### src/rtl/stage_sequencer_if.sv
// Control/status bundle between the stage sequencer and the units it drives.
// The master modport is the sequencer itself; the slave side supplies run/step/ack.
interface stage_sequencer_if #(
    parameter int unsigned NUM_STAGES = 5,
    parameter int unsigned STAGE_W    = 3,
    parameter int unsigned CNT_W      = 32
);
    logic                  run;
    logic                  step;
    logic                  stall;
    logic [NUM_STAGES-1:0] skip;
    logic                  bus_ack;
    logic                  err_clr;
    logic [STAGE_W-1:0]    stage;
    logic [NUM_STAGES-1:0] stage_onehot;
    logic                  bus_req;
    logic                  stage_done;
    logic                  instr_done;
    logic                  halted;
    logic                  bus_err;
    logic [CNT_W-1:0]      retire_cnt;

    modport master (
        input  run, step, stall, skip, bus_ack, err_clr,
        output stage, stage_onehot, bus_req, stage_done, instr_done, halted, bus_err,
               retire_cnt
    );

    modport slave (
        output run, step, stall, skip, bus_ack, err_clr,
        input  stage, stage_onehot, bus_req, stage_done, instr_done, halted, bus_err,
               retire_cnt
    );
endinterface

### src/rtl/stage_sequencer.sv
// Multi-cycle stage sequencer: steps through NUM_STAGES stages with per-instruction skipping,
// req/ack memory stages with timeout, run/halt/single-step and a retired-instruction counter.
module stage_sequencer #(
    parameter int unsigned           NUM_STAGES     = 5,
    parameter int unsigned           STAGE_W        = 3,
    parameter logic [NUM_STAGES-1:0] MEM_STAGE_MASK = 5'b01001,
    parameter int unsigned           TIMEOUT        = 16,
    parameter int unsigned           CNT_W          = 32
) (
    input logic               clk,
    input logic               reset,
    stage_sequencer_if.master sif
);
    localparam int unsigned WAIT_W = (TIMEOUT > 1) ? $clog2(TIMEOUT) : 1;
    localparam logic [WAIT_W-1:0] WAIT_LAST = WAIT_W'((TIMEOUT > 0) ? TIMEOUT - 1 : 0);

    typedef enum logic [1:0] {StHalt, StRun, StError} state_e;

    state_e             state_q, state_d;
    logic [STAGE_W-1:0] stage_q, stage_d;
    logic [WAIT_W-1:0]  wait_q, wait_d;
    logic [CNT_W-1:0]   retire_q, retire_d;
    logic               step_q, step_d;

    logic               is_mem;
    logic               complete;
    logic               stage_done;
    logic               instr_done;
    logic               nxt_found;
    logic [STAGE_W-1:0] nxt_stage;

    assign is_mem = MEM_STAGE_MASK[stage_q];

    // Lowest later stage not skipped; descending scan so the lowest match is written last.
    always_comb begin
        nxt_found = 1'b0;
        nxt_stage = '0;
        for (int t = NUM_STAGES - 1; t > 0; t--) begin
            if (t > int'(stage_q) && !sif.skip[t]) begin
                nxt_found = 1'b1;
                nxt_stage = STAGE_W'(t);
            end
        end
    end

    always_comb begin
        state_d    = state_q;
        stage_d    = stage_q;
        wait_d     = '0;
        retire_d   = retire_q;
        step_d     = step_q;
        complete   = 1'b0;
        stage_done = 1'b0;
        instr_done = 1'b0;
        unique case (state_q)
            StHalt: begin
                stage_d = '0;
                if (sif.run || sif.step) begin
                    state_d = StRun;
                    step_d  = sif.step && !sif.run;
                end
            end
            StRun: begin
                if (is_mem) begin
                    // Ack takes priority over a timeout landing in the same cycle.
                    if (sif.bus_ack) begin
                        complete = 1'b1;
                    end else if (TIMEOUT > 0 && wait_q == WAIT_LAST) begin
                        state_d = StError;
                    end else begin
                        wait_d = wait_q + 1'b1;
                    end
                end else begin
                    complete = !sif.stall;
                end
                if (complete) begin
                    stage_done = 1'b1;
                    if (nxt_found) begin
                        stage_d = nxt_stage;
                    end else begin
                        instr_done = 1'b1;
                        retire_d   = retire_q + 1'b1;
                        stage_d    = '0;
                        step_d     = 1'b0;
                        if (!(sif.run && !step_q)) begin
                            state_d = StHalt;
                        end
                    end
                end
            end
            StError: begin
                if (sif.err_clr) begin
                    state_d = StHalt;
                    stage_d = '0;
                end
            end
            default: begin
                state_d = StHalt;
                stage_d = '0;
            end
        endcase
    end

    always_ff @(posedge clk or negedge reset) begin
        if (!reset) begin
            state_q  <= StHalt;
            stage_q  <= '0;
            wait_q   <= '0;
            retire_q <= '0;
            step_q   <= 1'b0;
        end else begin
            state_q  <= state_d;
            stage_q  <= stage_d;
            wait_q   <= wait_d;
            retire_q <= retire_d;
            step_q   <= step_d;
        end
    end

    // Completion pulses follow ack/stall in the same cycle; bus_req depends on state only.
    assign sif.stage        = stage_q;
    assign sif.stage_onehot = (state_q == StRun) ? (NUM_STAGES'(1) << stage_q) : '0;
    assign sif.bus_req      = (state_q == StRun) && is_mem;
    assign sif.stage_done   = stage_done;
    assign sif.instr_done   = instr_done;
    assign sif.halted       = (state_q == StHalt);
    assign sif.bus_err      = (state_q == StError);
    assign sif.retire_cnt   = retire_q;
endmodule

### src/flat_wrapper.sv
// flat-port wrapper written by rule: the top's interface ports become plain ports
module stage_sequencer_flat 
#(
    parameter int unsigned           NUM_STAGES     = 5,
    parameter int unsigned           STAGE_W        = 3,
    parameter logic [NUM_STAGES-1:0] MEM_STAGE_MASK = 5'b01001,
    parameter int unsigned           TIMEOUT        = 16,
    parameter int unsigned           CNT_W          = 32
)
  (clk, reset, sif_run, sif_step, sif_stall, sif_skip, sif_bus_ack, sif_err_clr, sif_stage, sif_stage_onehot, sif_bus_req, sif_stage_done, sif_instr_done, sif_halted, sif_bus_err, sif_retire_cnt);
  stage_sequencer_if #(.NUM_STAGES(NUM_STAGES), .STAGE_W(STAGE_W), .CNT_W(CNT_W)) sif_i ();
  input logic clk;
  input logic reset;
  input wire logic [$bits(sif_i.run)-1:0] sif_run;
  input wire logic [$bits(sif_i.step)-1:0] sif_step;
  input wire logic [$bits(sif_i.stall)-1:0] sif_stall;
  input wire logic [$bits(sif_i.skip)-1:0] sif_skip;
  input wire logic [$bits(sif_i.bus_ack)-1:0] sif_bus_ack;
  input wire logic [$bits(sif_i.err_clr)-1:0] sif_err_clr;
  output wire logic [$bits(sif_i.stage)-1:0] sif_stage;
  output wire logic [$bits(sif_i.stage_onehot)-1:0] sif_stage_onehot;
  output wire logic [$bits(sif_i.bus_req)-1:0] sif_bus_req;
  output wire logic [$bits(sif_i.stage_done)-1:0] sif_stage_done;
  output wire logic [$bits(sif_i.instr_done)-1:0] sif_instr_done;
  output wire logic [$bits(sif_i.halted)-1:0] sif_halted;
  output wire logic [$bits(sif_i.bus_err)-1:0] sif_bus_err;
  output wire logic [$bits(sif_i.retire_cnt)-1:0] sif_retire_cnt;
  assign sif_i.run = sif_run;
  assign sif_i.step = sif_step;
  assign sif_i.stall = sif_stall;
  assign sif_i.skip = sif_skip;
  assign sif_i.bus_ack = sif_bus_ack;
  assign sif_i.err_clr = sif_err_clr;
  assign sif_stage = sif_i.stage;
  assign sif_stage_onehot = sif_i.stage_onehot;
  assign sif_bus_req = sif_i.bus_req;
  assign sif_stage_done = sif_i.stage_done;
  assign sif_instr_done = sif_i.instr_done;
  assign sif_halted = sif_i.halted;
  assign sif_bus_err = sif_i.bus_err;
  assign sif_retire_cnt = sif_i.retire_cnt;
  stage_sequencer #(.NUM_STAGES(NUM_STAGES), .STAGE_W(STAGE_W), .MEM_STAGE_MASK(MEM_STAGE_MASK), .TIMEOUT(TIMEOUT), .CNT_W(CNT_W)) u_core (.clk(clk), .reset(reset), .sif(sif_i));
endmodule
### config.mk
export PLATFORM = sky130hd
export DESIGN_NAME = stage_sequencer_flat
export DESIGN_NICKNAME = d
export VERILOG_FILES = /design/src/rtl/stage_sequencer_if.sv /design/src/rtl/stage_sequencer.sv /design/src/flat_wrapper.sv
export SDC_FILE = /design/constraint.sdc
export NUM_CORES = 1
export LEC_CHECK = 0
export ABC_AREA = 1
export CAP_MARGIN = 20
export CORE_MARGIN = 3
export CORE_UTILIZATION = 53
export DETAILED_ROUTE_END_ITERATION = 16
export GPL_TIMING_DRIVEN = 0
export PLACE_DENSITY = 0.82
export SLEW_MARGIN = 20
export SYNTH_ARGS = -nofsm -noshare
export SYNTH_HDL_FRONTEND = slang
export SYNTH_SLANG_ARGS = --single-unit
### constraint.sdc
create_clock -name clk -period 2.9 [get_ports clk]
set_clock_uncertainty 0.05 [all_clocks]
set_input_delay 0.58 -clock clk [delete_from_list [all_inputs] [get_ports clk]]
set_output_delay 0.58 -clock clk [all_outputs]
set_load 0.01 [all_outputs]
Yosys cells after proc, flatten, opt, wreduce, memory -nomap -nowiden:

Memory sizes are Yosys's and may differ from the RTL's.
Cells that the tools add are included.

* flip-flop bits (word level): 42
* ROM bits: 8
* logic and storage cells: 82
* memories: 1

* $add $sub $neg: 2
* magnitude comparators: 5
* eq/ne operators: 7
* shift operators: 1
* multiplexer cells: 39
* bitwise operators: 1
* reduce and logical (&&, ||, !) cells: 21

Memory list
* (name not given): words 8, bits a word 1, read ports 1, clocked after memory_dff 0, wr ports 0, line stage_sequencer.sv:32 `assign is_mem = MEM_STAGE_MASK[stage_q];`

Operators by type and width (number)
* 32-bit by 1-bit adder with 32-bit output, second input constant: 1
* 3-bit 2-to-1 mux: 7
* 1-bit 2-to-1 mux: 16
* 2-bit 2-to-1 mux: 8
* 4-bit 2-to-1 mux: 4
* 1-bit logical AND: 7
* 1-bit zero test: 7
* 2-bit by 3-bit greater-than comparator with 1-bit output, first input constant: 2
* 2-bit case mux with 3 select lines: 1
* 3-bit case mux with 2 select lines: 1
* 5-bit 2-to-1 mux: 1
* 1-bit by 3-bit left shift with 5-bit output, first input constant: 1
* 4-bit by 1-bit adder with 4-bit output, second input constant: 1
* 4-bit equality test, second input constant: 1
* 3-bit by 4-bit less-than comparator with 1-bit output, second input constant: 1
* 2-bit by 1-bit inequality test with 1-bit output, second input constant: 2
* 2-bit inequality test, second input constant: 2
* 2-bit AND reduction: 2
* 4-bit AND reduction: 1
* 1-bit by 3-bit greater-than comparator with 1-bit output, first input constant: 1
* 3-bit greater-than comparator, first input constant: 1
* 3-bit AND reduction: 1
* 2-bit by 1-bit equality test with 1-bit output, second input constant: 1
* 2-bit equality test, second input constant: 1
* other kinds (5): 5

Logic depth before layout (Yosys ltp):

* depth after elaboration: 9
* mapped depth: 12

Least setup slack after synthesis:

OpenSTA, ideal clock, no wires.

* path kind: register to output
* start: register u_core.stage_q[0], in the netlist u_core.sif.stage[0]
* end: output sif_instr_done
* data arrival time: 1.559 ns
* data required time: 2.270 ns
* path slack: 0.711 ns
* cell stages (with the launch flop): 9
* path buffers: 1
* path through: dfrtp_1 -> inv_1 -> ha_1 -> nor2_4 -> o21ai_2 -> inv_2 -> nand2_4 -> nor2_8 -> buf_6

* cells in the longest elaborated chain, start to end: 9
* elaborated cells on any way between the ends: 19
* those cells by class: order compare: 4; mux: 10; reduce/logical: 4; memory: 1

Ends and longest elaborated chain
* from (decl): line stage_sequencer.sv:20 `logic [STAGE_W-1:0] stage_q, stage_d;`
* from (signal assigned): line stage_sequencer.sv:113 `stage_q <= stage_d;`
* 3-bit greater-than comparator: line stage_sequencer.sv:39 `if (t > int'(stage_q) && !sif.skip[t]) begin`
* 1-bit logical AND: line stage_sequencer.sv:39
* 1-bit 2-to-1 mux (4 in a row): line stage_sequencer.sv:39
* 1-bit 2-to-1 mux: line stage_sequencer.sv:78 `if (nxt_found) begin`
* 1-bit 2-to-1 mux (*): line stage_sequencer.sv:76 `if (complete) begin`
* 1-bit 2-to-1 mux (*): line stage_sequencer.sv:55 `unique case (state_q)`
* to (decl): line flat_wrapper.sv:24 `output wire logic [$bits(sif_i.instr_done)-1:0] sif_instr_done;`

Every way passes the cells marked *; elsewhere a longest branch is shown, timed or not. The select of a mux whose other input is x is not followed.

Worst setup path in the final report:

Ends and elaborated chain as after synthesis.

==> metrics.md <==
| Metric | Value |
|---|---|
| Critical Path End | `sif_instr_done` |
| ANT cells | `0` |
| Result of the run | `complete, no violations` |
| Crit-path max FO | `10` |
| Vias | `2883` |
| CTS Sinks | `42` |
| First-pass iteration count of the detailed router | `5` |
| Slew Viols, Final | `0` |
| CTS tree | `done` |
| Syn Nets | `451` |
| Total track usage | `24.6%` |
| R2r worst-path depth | `11` |
| Die Y-Extent | `79.3 µm` |
| Top_reg_cell synth | `dfrtp_1` |
| Cell count after placement | `559` |
| Worst r2r src | `u_core.sif.stage[0]` |
| First-pass GRT wire length | `12200 µm` |
| Critical path startpoint category | `register` |
| Final global-route overflow total | `0` |
| Leakage | `1.62 nW` |
| Worst reg-to-reg setup slack | `1.03 ns` |
| Initial Utilization | `55.4%` |
| Final #Nets | `516` |
| Max_cap viols | `0` |
| Crit path from | `u_core.sif.stage[0]` |
| Sequential share of the synthesized area | `36.9%` |
| Fill count | `483` |
| Share of the synthesized area in the top cell type | `36.9%` |
| Reg2reg end | `u_core.sif.retire_cnt[22]` |
| Power density over cell area | `610 nW/µm²` |
| Drt via density | `5.07` |
| Gpl congestion | `0.947` |
| PnR worst setup slack | `0.140 ns` |
| CTS Buffer Depth | `2` |
| Largest net degree at the start of global routing | `28` |
| Post-Synthesis Cell Area | `2850 µm²` |
| Layout cells sized above 1 | `8.42%` |
| Ys Warns | `0` |
| Rows | `26` |
| Initial antenna violation count | `0` |
| Post-synth top area cell | `dfrtp_1` |
| Worst rel slew slack | `74.6%` |
| Place WS | `-0.0395 ns` |
| Final Hold Viols | `0` |
| Critical Path RT | `2.27 ns` |
| Crit path capture type | `primary output` |
| Core ar. | `5140 µm²` |
| Post-route ant nets | `0` |
| Post-Syn Instances | `433` |
| Root Driver | `clkbuf_8` |
| DRC violations left | `0` |
| HP Class | `input pin to asynchronous set/reset pin` |
| Die Width | `79.3 µm` |
| Flops & latches, synth | `42` |
| RSZ-0062 raised after global routing | `no` |
| Avg Inst Size Synth | `6.57 µm²` |
| H-tree levels | `2` |
| Port Buffers | `55` |
| Maximum clock frequency | `0.362 GHz` |
| Post-Layout Cell Count | `569` |
| Peak supply drop | `0.568 mV` |
| Vias in the first global route | `2787` |
| Number of synthesized flops with an enable pin | `0` |
| WS Path Type | `register to primary output` |
| Async S/R FF share, synth | `100%` |
| Synth unique cells | `27` |
| CP arrival | `2.13 ns` |
| DRT Wirelength | `7040 µm` |
| Clock latency on the worst-skew pair | `0.30 ns` |
| Period utilization | `95.2%` |
| Post-layout util | `70.1%` |
| Top post-synthesis cells by area | `dfrtp_1 (37%), nand2_1 (24%), nor2_1 (9.1%)` |
| # setup viols final | `0` |
| DP HPWL | `5540 µm` |
| DRT iter0 DRCs | `162` |
| CTS Buf Count | `5` |
| DIE AREA | `6280 µm²` |
| Tmin final | `2.76 ns` |
| Area Overhead vs Synth | `26.7%` |
| Routed len/inst | `12.4 µm` |
| Ports | `57` |
| Worst slew pin tran | `0.378 ns` |
| Reg clk slew, reported paths | `0.09 ns` |
## cell families (layout without fill, tap and decap cells)
group	count (synthesis)	in the layout	share of synthesized area [%]
flip-flops	42	42	36.9
AO/OA/AOI/OAI	17	17	3.25
AND/OR/NAND/NOR	304	304	45.2
adder cells (fa/ha/maj)	6	6	2.64
XOR/XNOR	11	11	3.39
buffers and inverters	53	119	8.58
## stage by stage
stage	setup TNS (ns)	hold slack [ns]	power, mW	cell area, µm²
after CTS	0	0.146	2.20	3600
after global placement	-0.0404	0.402	1.77	3480
after global routing	0	0.149	2.35	3600
after detailed placement	-0.0395	0.413	1.80	3500
final	0	0.130	2.20	3600
after floorplan	0	0.234	1.40	2850
## cell usage after synthesis, types with 2 or more instances
cell and number:
nand4_1 3, inv_2 3, nor2_2 3, inv_1 41
nand3_1 26, nand2_4 2, nor2_4 3, nand2_2 4
nor3_1 7, a21oi_1 2, dfrtp_1 42, nor2_1 69
o21ai_2 2, o21ai_1 9, xor2_1 8, ha_1 6
buf_6 5, nand2_1 183, o21ai_0 4, xnor2_1 3
nor2_8 2
## metal layers
metal  share of wire, %  GRT usage (%)  vias up
met2                 49           42.3       79
li1                   -              -     1456
met3                5.5           4.76       11
met5                  0              0        -
met1                 44           30.9     1337
met4                1.6           8.25        0
## placed cells by master, fill, tap and decap left out, drive strengths merged
cell type,count
clkbuf,5
nand3,26
clkdlybuf4s50,53
xnor2,3
inv,45
o21ai,15
xor2,8
or2,1
a21oi,2
dlygate4sd2,1
nor3,8
dfrtp,42
ha,6
nand2,189
buf,11
clkinv,3
nor2,77
nand4,3
clkinvlp,1
## power by group
part / internal, mW / total [mW] / switching, mW
combinational: 0.468 / 1.08 / 0.610
sequential: 0.657 / 0.730 / 0.0730
clock: 0.169 / 0.390 / 0.221
## how the worst min path moves through the flow
stage                          start                       end  slack (ns)  cells past startpoint
floorplan                      reset  u_core.sif.retire_cnt[0]        0.23                      0
global placement    u_core.wait_q[0]          u_core.wait_q[0]        0.40                      1
detailed placement  u_core.wait_q[0]          u_core.wait_q[0]        0.41                      1
CTS                            reset  u_core.sif.retire_cnt[8]        0.15                      1
global route                   reset  u_core.sif.retire_cnt[1]        0.15                      1
finish                         reset  u_core.sif.retire_cnt[1]        0.13                      1
## state kept, by name, summed over array words and instances (netlist names)
register and cells:
u_core.sif.retire_cnt 32, u_core.sif.stage 3, u_core.state_q 2, u_core.step_q 1, u_core.wait_q 4
## timing repair
item,in CTS,in global routing
endpoints found under the setup margin,1,0
buffers inserted,2,0
gates resized for setup,3,0
hold buffers,0,0
## critical path, cell delays in order (launching register included)
cell and delay, ns:
dfrtp_2 0.38, inv_1 0.06, ha_1 0.35, nor2_4 0.15
o21ai_2 0.11, inv_2 0.10, nand2_4 0.06, nor2_8 0.16
buf_6 0.17, dlygate4sd2_1 0.28
## layout make-up
| type | instances | area [µm²] | share of cell area (%) |
|---|---|---|---|
| buffer | 7 | 68.8 | 1.91 |
| clock buffer | 5 | 68.8 | 1.91 |
| clock inverter | 3 | 21.3 | 0.590 |
| inverter | 46 | 175 | 4.86 |
| multi-input combinational | 338 | 1550 | 43.0 |
| sequential | 42 | 1050 | 29.2 |
| tap | 70 | 87.6 | 2.43 |
| timing repair buffer | 58 | 579 | 16.1 |
Power figures use the tool's default switching activity.
